## config.mk

```make
export PLATFORM = sky130hd
export DESIGN_NAME = core_fpu_fcsr
export DESIGN_NICKNAME = d
export VERILOG_FILES = /design/src/rtl/core_fpu_fcsr.sv
export SDC_FILE = /design/constraint.sdc
export NUM_CORES = 1
export LEC_CHECK = 0
export BUFFER_PORTS_ARGS = -buffer_cell sky130_fd_sc_hd__buf_4
export CORE_MARGIN = 5
export CORE_UTILIZATION = 35
export DETAILED_ROUTE_END_ITERATION = 7
export GPL_TIMING_DRIVEN = 0
export PLACE_DENSITY = 0.82
export SLEW_MARGIN = 20
export SYNTH_ARGS = -nofsm -noshare
export SYNTH_HDL_FRONTEND = slang
export SYNTH_SLANG_ARGS = --single-unit
```

## constraint.sdc

```tcl
create_clock -name clk -period 1.6 [get_ports clk]
set_clock_uncertainty 0.1 [all_clocks]
set_input_delay 0.16 -clock clk [delete_from_list [all_inputs] [get_ports clk]]
set_output_delay 0.16 -clock clk [all_outputs]
set_load 0.01 [all_outputs]
```

## src/rtl/core_fpu_fcsr.sv

```systemverilog
// RV32F floating-point CSR: sticky fflags, frm, dirty tracking and rounding-mode resolve.
// Optional macro FCSR_READ_BYPASS_EN forwards same-cycle FPU flags into CSR reads and RS/RC.
module core_fpu_fcsr (
    input  logic        clk,
    input  logic        rst,
    input  logic        fpu_valid_i,
    input  logic [4:0]  fpu_fflags_i,
    input  logic [2:0]  instr_rm_i,
    output logic [2:0]  rm_o,
    output logic        rm_illegal_o,
    input  logic [1:0]  csr_op_i,
    input  logic [11:0] csr_addr_i,
    input  logic [31:0] csr_wdata_i,
    output logic [31:0] csr_rdata_o,
    output logic        csr_hit_o,
    output logic [4:0]  fflags_o,
    output logic [2:0]  frm_o,
    output logic        dirty_o,
    input  logic        dirty_clr_i
);

    typedef enum logic [1:0] {
        CSR_NONE = 2'b00,
        CSR_RW   = 2'b01,
        CSR_RS   = 2'b10,
        CSR_RC   = 2'b11
    } csr_op_e;

    localparam logic [11:0] ADDR_FFLAGS = 12'h001;
    localparam logic [11:0] ADDR_FRM    = 12'h002;
    localparam logic [11:0] ADDR_FCSR   = 12'h003;

    logic [4:0] fflags_q, fflags_d;
    logic [2:0] frm_q, frm_d;
    logic       dirty_q, dirty_d;

    csr_op_e    csr_op;
    logic       sel_fflags, sel_frm;
    logic [4:0] fflags_opnd, fflags_old, fflags_csr;
    logic [2:0] frm_opnd, frm_csr;
    logic [4:0] frm_wide;
    logic       fflags_wr, frm_wr, fpu_sets;

    function automatic logic [4:0] csr_apply(input csr_op_e op, input logic [4:0] old,
                                             input logic [4:0] opnd);
        case (op)
            CSR_RW:  csr_apply = opnd;
            CSR_RS:  csr_apply = old | opnd;
            CSR_RC:  csr_apply = old & ~opnd;
            default: csr_apply = old;
        endcase
    endfunction

    assign csr_op = csr_op_e'(csr_op_i);

    always_comb begin
        sel_fflags  = (csr_addr_i == ADDR_FFLAGS) || (csr_addr_i == ADDR_FCSR);
        sel_frm     = (csr_addr_i == ADDR_FRM)    || (csr_addr_i == ADDR_FCSR);
        fflags_opnd = csr_wdata_i[4:0];
        frm_opnd    = (csr_addr_i == ADDR_FCSR) ? csr_wdata_i[7:5] : csr_wdata_i[2:0];
    end

    assign csr_hit_o = sel_fflags | sel_frm;

`ifdef FCSR_READ_BYPASS_EN
    assign fflags_old = fpu_valid_i ? (fflags_q | fpu_fflags_i) : fflags_q;
`else
    assign fflags_old = fflags_q;
`endif

    always_comb begin
        csr_rdata_o = '0;
        case (csr_addr_i)
            ADDR_FFLAGS: csr_rdata_o = {27'b0, fflags_old};
            ADDR_FRM:    csr_rdata_o = {29'b0, frm_q};
            ADDR_FCSR:   csr_rdata_o = {24'b0, frm_q, fflags_old};
            default:     csr_rdata_o = '0;
        endcase
    end

    // The retiring FPU op is younger than the CSR op, so its flags are ORed after the CSR result.
    always_comb begin
        fflags_csr = fflags_old;
        frm_csr    = frm_q;
        frm_wide   = '0;
        fflags_wr  = 1'b0;
        frm_wr     = 1'b0;
        if (csr_op != CSR_NONE) begin
            if (sel_fflags) begin
                fflags_csr = csr_apply(csr_op, fflags_old, fflags_opnd);
                fflags_wr  = (csr_op == CSR_RW) || (fflags_opnd != '0);
            end
            if (sel_frm) begin
                frm_wide = csr_apply(csr_op, {2'b0, frm_q}, {2'b0, frm_opnd});
                frm_csr  = frm_wide[2:0];
                frm_wr   = (csr_op == CSR_RW) || (frm_opnd != '0);
            end
        end
        fpu_sets = fpu_valid_i && (fpu_fflags_i != '0);
        fflags_d = fpu_valid_i ? (fflags_csr | fpu_fflags_i) : fflags_csr;
        frm_d    = frm_csr;
        if (fflags_wr || frm_wr || fpu_sets) begin
            dirty_d = 1'b1;
        end else if (dirty_clr_i) begin
            dirty_d = 1'b0;
        end else begin
            dirty_d = dirty_q;
        end
    end

    always_ff @(posedge clk) begin
        if (rst) begin
            fflags_q <= '0;
            frm_q    <= '0;
            dirty_q  <= 1'b0;
        end else begin
            fflags_q <= fflags_d;
            frm_q    <= frm_d;
            dirty_q  <= dirty_d;
        end
    end

    // Dynamic mode uses the registered frm; a same-cycle frm write is not forwarded.
    assign rm_o         = (instr_rm_i == 3'b111) ? frm_q : instr_rm_i;
    assign rm_illegal_o = (rm_o >= 3'd5);

    assign fflags_o = fflags_q;
    assign frm_o    = frm_q;
    assign dirty_o  = dirty_q;

endmodule

```

* Word-level counts from Yosys, hierarchy flattened *
Index checks and enable logic that the tools add are counted.

storage, ports and cells
  register bits after elaboration = 9
  bits of input ports = 58
  word-level logic and storage cells = 47

cells by class
  magnitude comparators = 1
  eq/ne operators = 7
  multiplexer cells = 14
  bitwise gates (word level) = 8
  reductions and logical operators = 14

operators with widths
  operator                                               number
  equality test 12 x 2 -> 1 bit (second input constant)  2
  one-hot mux 8 bit (3 select lines)                     1
  two-way mux 5 bit                                      3
  one-hot mux 5 bit (3 select lines)                     1
  equality test 12 x 1 -> 1 bit (second input constant)  1
  OR 5 bit                                               2
  nonzero test 5 bit                                     2
  one-hot mux 3 bit (3 select lines)                     1
  logical OR 1 bit                                       6
  two-way mux 1 bit                                      6
  two-way mux 3 bit                                      2
  nonzero test 3 bit                                     2
  bitwise AND 5 bit                                      1
  inverter 5 bit                                         1
  equality test 2 bit (second input constant)            2
  nonzero test 2 bit                                     2
  bitwise AND 3 bit                                      1
  equality test 3 bit (second input constant)            1
  >= comparator 3 bit (second input constant)            1
  inverter 3 bit                                         1
  OR 3 bit                                               1
  AND reduction 3 bit                                    1
  equality test 2 x 1 -> 1 bit (second input constant)   1
  logical AND 1 bit                                      1
  OR 1 bit                                               1

* Depth between registers and ports, before layout *
  depth in word-level cells = 9
  gate-level depth with buffers = 5
  mapped depth without buffers = 4

* Least setup slack after synthesis *
No wires, ideal clock.

  path type = input-to-reg
  from = input port csr_addr_i[11]
  to = register fflags_q[0] (netlist: fflags_o[0])
  setup time = 0.122 ns
  arrival time = 1.109 ns
  path slack = 0.269 ns
  stages = 4
  buffers on the path = 0
  cell sequence = nor4_4 > and3_4 > a21oi_2 > a221o_1

on the way
  word-level cells in the longest chain between the ends = 6
  elaborated cells on any way between the ends = 7
  classes of those cells = eq/ne (2); mux (3); bitwise (1); reduce/logical (1)

RTL lines
  element                                                                         RTL line  RTL
  start, declared                                                                 12        input logic [11:0] csr_addr_i,
  equality test 12 x 1 -> 1 bit or equality test 12 x 2 -> 1 bit (tied branches)  57        sel_fflags = (csr_addr_i == ADDR_FFLAGS) || (csr_addr_i == ADDR_FCSR);
  logical OR 1 bit (*)                                                            57
  two-way mux 5 bit (*)                                                           89        if (sel_fflags) begin
  two-way mux 5 bit (*)                                                           88        if (csr_op != CSR_NONE) begin
  OR 5 bit                                                                        100       fflags_d = fpu_valid_i ? (fflags_csr | fpu_fflags_i) : fflags_csr;
  two-way mux 5 bit (*)                                                           100
  end signal, assigned                                                            117       fflags_q <= fflags_d;
  end, declared                                                                   33        logic [4:0] fflags_q, fflags_d;

Every way passes the cells marked *; elsewhere a longest branch is shown, timed or not.
A chain may end at the register's enable or synchronous reset.

* Worst setup path after layout *
  from = input port csr_addr_i[5]
  to = output port csr_rdata_o[4]

on the way
  word-level cells in the longest chain between the ends = 2
  elaborated cells on any way between the ends = 4
  classes of those cells = eq/ne (3); mux (1)

RTL lines
  element                                                                         RTL line  RTL
  equality test 12 x 2 -> 1 bit or equality test 12 x 1 -> 1 bit (tied branches)  73        case (csr_addr_i)
  one-hot mux 8 bit (3 select lines) (*)                                          73
  end, declared                                                                   14        output logic [31:0] csr_rdata_o,

Marks and branches as above.

==> impl_summary.txt <==
----------------------------------------------------
[Outcome]
  Outcome ... finished, final reports clean

[Global routing]
  Maximum number of pins on one net before global-route repair ... 11
  Initial antenna violation count ... 0
  Total congestion overflow after global routing ... 0
  Total routing usage reported by global routing ... roughly 14%
  Via count of the first global-routing pass ... 1,102
  First-pass GRT wire length ... 4690 microns

[Floorplanning]
  I/O pin count ... about 100
  Core Footprint ... about 2700 sq um
  Std cell rows ... 19
  Chip Width ... approximately 63 microns
  Die footprint ... approximately 4000 sq um
  Y dimension of the die ... about 63 microns
  Initial Util ... 35.6%

[Clocking]
  CTS clk-pin slew, worst paths ... roughly 70 ps
  Post-CTS setup-driven buffer insertion count ... 0
  Gates resized, CTS repair ... 0
  Hold buffer count at CTS ... 0
  Clock tree from TritonCTS ... done
  Master cell of the clock root buffer ... sky130_fd_sc_hd__clkbuf_4
  Number of buffers on the longest clock path ... 2
  CTS sink cnt ... 9
  Clock latency of the later-clocked register in the worst-skew pair ... ~270 ps
  CTS H-tree lvls ... 1
  Number of buffers created by CTS ... 3

[Hold path]
  Tightest Hold Check Type ... in -> reg
  Worst Hold Depth ... 2

[Pwr]
  Power density over the cells ... between 400 and 500 nW/um^2
  Clock share of power ... 25.3%
  Static leakage ... 0.762 nW
  Worst IR Drop VDD ... around 0.33 mV
  Sw frac ... roughly 33%
  Comb power frac ... approximately 40%
  Switching power of the nets ... between 0.2 and 0.25 mW
  Internal ... between 0.4 and 0.5 mW
  Reg power frac ... roughly a third
  Total Power Consumption ... about 0.73 mW

[Critical path]
  Crit path capture type ... output port
  Data arrival time of the worst path ... 1240 ps
  Reg-to-reg slack, setup ... around 400 ps
  Required time of the critical path ... between 1000 and 1500 ps
  Worst setup path endpoint ... csr_rdata_o[4]
  Sort of element at the start of the critical path ... input pin
  Launch instance of the worst register-to-register path ... frm_o[2]
  End of the worst register-to-register path ... frm_o[2]
  Classification of the worst setup path ... in -> out
  Number of cell instances on the worst register-to-register path ... 4
  Startpoint of the most critical setup path ... csr_addr_i[5]
  Max Fanout on Critical Path ... 4

[Timing]
  Fin Hold WS ... between 30 and 40 ps
  Shortest period the worst path allows ... about 1500 ps
  Total setup violations reported at the end of the flow ... 0
  RSZ-0062 raised after global routing ... no
  Sum Neg Setup Slack ... 0 ps
  Final max-slew violation count ... 0
  Maximum operating frequency ... roughly 0.67 GHz
  Tcrit/Tclk final ... about 94%
  Hold Violations, Final ... 0

[Synthesis]
  Number of warning messages in the yosys log ... 0
  Yosys cell types ... 35
  Number of register bits inferred by synthesis ... 9
  Cells after synthesis ... 130
  Sequential fraction of the synthesis area ... a little under a fifth
  Mapped Area ... 965 sq um
  Mapped Avg Cell Area ... around 7.4 sq um

[Cells and area]
  Most common cell after layout, fill and taps aside ... sky130_fd_sc_hd__buf_4
  Layout area overhead ... 58.5%
  Share of cells above drive strength 1 ... between 40% and 50%
  Count of antenna diodes in the layout ... 0
  Total number of nets in the final design ... 271
  Commonest cells after routing, fill and taps aside ... 79 x sky130_fd_sc_hd__buf_4, 24 x sky130_fd_sc_hd__conb_1, 16 x sky130_fd_sc_hd__nor2_1, 11 x sky130_fd_sc_hd__a21oi_1, 10 x sky130_fd_sc_hd__nand2_1

[Detailed routing]
  Vias/cell ... 4.69
  Total via count in the routed design ... 1,140
  Antenna viol nets, final ... 0
  1st-pass router iterations ... 4
  DR iter-0 viols ... about 50
  Final wirelength ... about 3000 microns
  Routed wire per std cell ... between 10 and 15 microns
  Drt drc ... 0

[Run]
  Number of violations of the max-capacitance limit ... 0

[Place]
  Post-detail-place hpwl ... 2440 microns
  Placer's final routability congestion estimate ... 0.853
  IO buf count ... 54

----------------------------------------------------
[logic make-up (layout without fill, tap and decap cells)]
logic type | count (synthesis) | in the layout | synth area share, %
flops | 9 | 9 | 18.7
simple gates | 51 | 51 | 31.6
other cells | 1 | 24 | 0.389
compound gates | 30 | 30 | 22.0
buf+inv | 35 | 94 | 23.1
mux | 3 | 3 | 3.24
xor+xnor | 1 | 1 | 0.908
[how the worst min path moves through the flow]
| stage | to | start | slack, ps |
|---|---|---|---|
| 2_1_floorplan | fflags_o[2] | csr_wdata_i[2] | 200 |
| 3_3_place_gp | fflags_o[3] | csr_wdata_i[3] | 300 |
| 3_5_place_dp | fflags_o[3] | csr_wdata_i[3] | 300 |
| 4_1_cts | fflags_o[3] | csr_wdata_i[3] | 30 |
| 5_1_grt | fflags_o[3] | csr_wdata_i[3] | 30 |
| 6_report | fflags_o[3] | csr_wdata_i[3] | 30 |
[routing by layer]
| layer | vias up | track usage (%) | share of wire (%) |
|---|---|---|---|
| li1 | 583 | - | - |
| met1 | 497 | 15.4 | 40 |
| met2 | 56 | 26.6 | 51 |
| met3 | 4 | 5.04 | 8.0 |
| met4 | 0 | 3.18 | 0.33 |
| met5 | - | 0 | 0 |
[power groups by stage]
stage	Clock (mW)	Combinational, mW	Sequential (mW)
after floorplan	0	0.154	0.262
after global placement	0	0.285	0.257
after detailed placement	0	0.288	0.258
after CTS	0.187	0.289	0.253
after global routing	0.200	0.319	0.256
final	0.185	0.293	0.253
[registers in the layout (all words and copies together), names as in the netlist]
name      count
dirty_o       1
frm_o         3
fflags_o      5
[area by class of cell]
type                    instances  area (sq um)
plain buffers                  28           196
clock buffers                   4          26.3
fillers                       288          1180
inverters                       7          26.3
multi-input cells             109           648
flip-flops and latches          9           180
well taps                      31          38.8
repair buffers                 55           413
[metrics by stage]
stage	utilization, %	setup slack [ps]	instances	cell area [sq um]
after detailed placement	55.2	38.2	238	1500
after floorplan	-	269	153	1050
after global routing	56.4	5.13	243	1530
after global placement	55.2	48.3	238	1500
final	56.4	103	243	1530
after CTS	56.1	77.2	242	1520
[synthesized netlist by cell type]
cell / count / area share, %
sky130_fd_sc_hd__nor4b_1: 1 / 0.91
sky130_fd_sc_hd__buf_4: 24 / 19
sky130_fd_sc_hd__nand3_2: 1 / 1.0
sky130_fd_sc_hd__nor3_4: 1 / 1.7
sky130_fd_sc_hd__nand2_1: 10 / 3.9
sky130_fd_sc_hd__nand4_1: 2 / 1.3
sky130_fd_sc_hd__a21oi_1: 11 / 5.7
sky130_fd_sc_hd__o21a_1: 2 / 1.6
sky130_fd_sc_hd__nand2b_1: 3 / 1.9
sky130_fd_sc_hd__conb_1: 1 / 0.39
sky130_fd_sc_hd__a31oi_1: 3 / 1.9
sky130_fd_sc_hd__a311oi_1: 1 / 0.91
sky130_fd_sc_hd__o32ai_1: 2 / 1.8
sky130_fd_sc_hd__dfxtp_1: 9 / 19
sky130_fd_sc_hd__and3_1: 2 / 1.3
sky130_fd_sc_hd__mux2i_1: 2 / 2.1
sky130_fd_sc_hd__and3_4: 1 / 1.2
sky130_fd_sc_hd__clkbuf_1: 3 / 1.2
sky130_fd_sc_hd__a41oi_1: 1 / 0.91
sky130_fd_sc_hd__nand3b_1: 4 / 3.1
sky130_fd_sc_hd__a221o_1: 5 / 5.2
sky130_fd_sc_hd__o31a_1: 1 / 0.91
sky130_fd_sc_hd__nor4_4: 2 / 4.4
sky130_fd_sc_hd__nor3b_1: 1 / 0.78
sky130_fd_sc_hd__nand3_1: 2 / 1.0
sky130_fd_sc_hd__nor2_1: 16 / 6.2
sky130_fd_sc_hd__nor3_1: 3 / 1.6
sky130_fd_sc_hd__buf_2: 1 / 0.52
sky130_fd_sc_hd__o22ai_1: 2 / 1.3
sky130_fd_sc_hd__mux2_1: 1 / 1.2
sky130_fd_sc_hd__a21oi_2: 1 / 0.91
sky130_fd_sc_hd__xnor2_1: 1 / 0.91
sky130_fd_sc_hd__a32oi_1: 1 / 0.91
sky130_fd_sc_hd__nor2b_1: 2 / 1.3
sky130_fd_sc_hd__inv_1: 7 / 2.7
[worst max-delay path: stages]
cell and delay, ps:
sky130_fd_sc_hd__buf_4 120, sky130_fd_sc_hd__nor4_4 330, sky130_fd_sc_hd__and3_4 230, sky130_fd_sc_hd__buf_4 130, sky130_fd_sc_hd__and3_1 160, sky130_fd_sc_hd__buf_4 120
(Power assumes the default switching activity.)
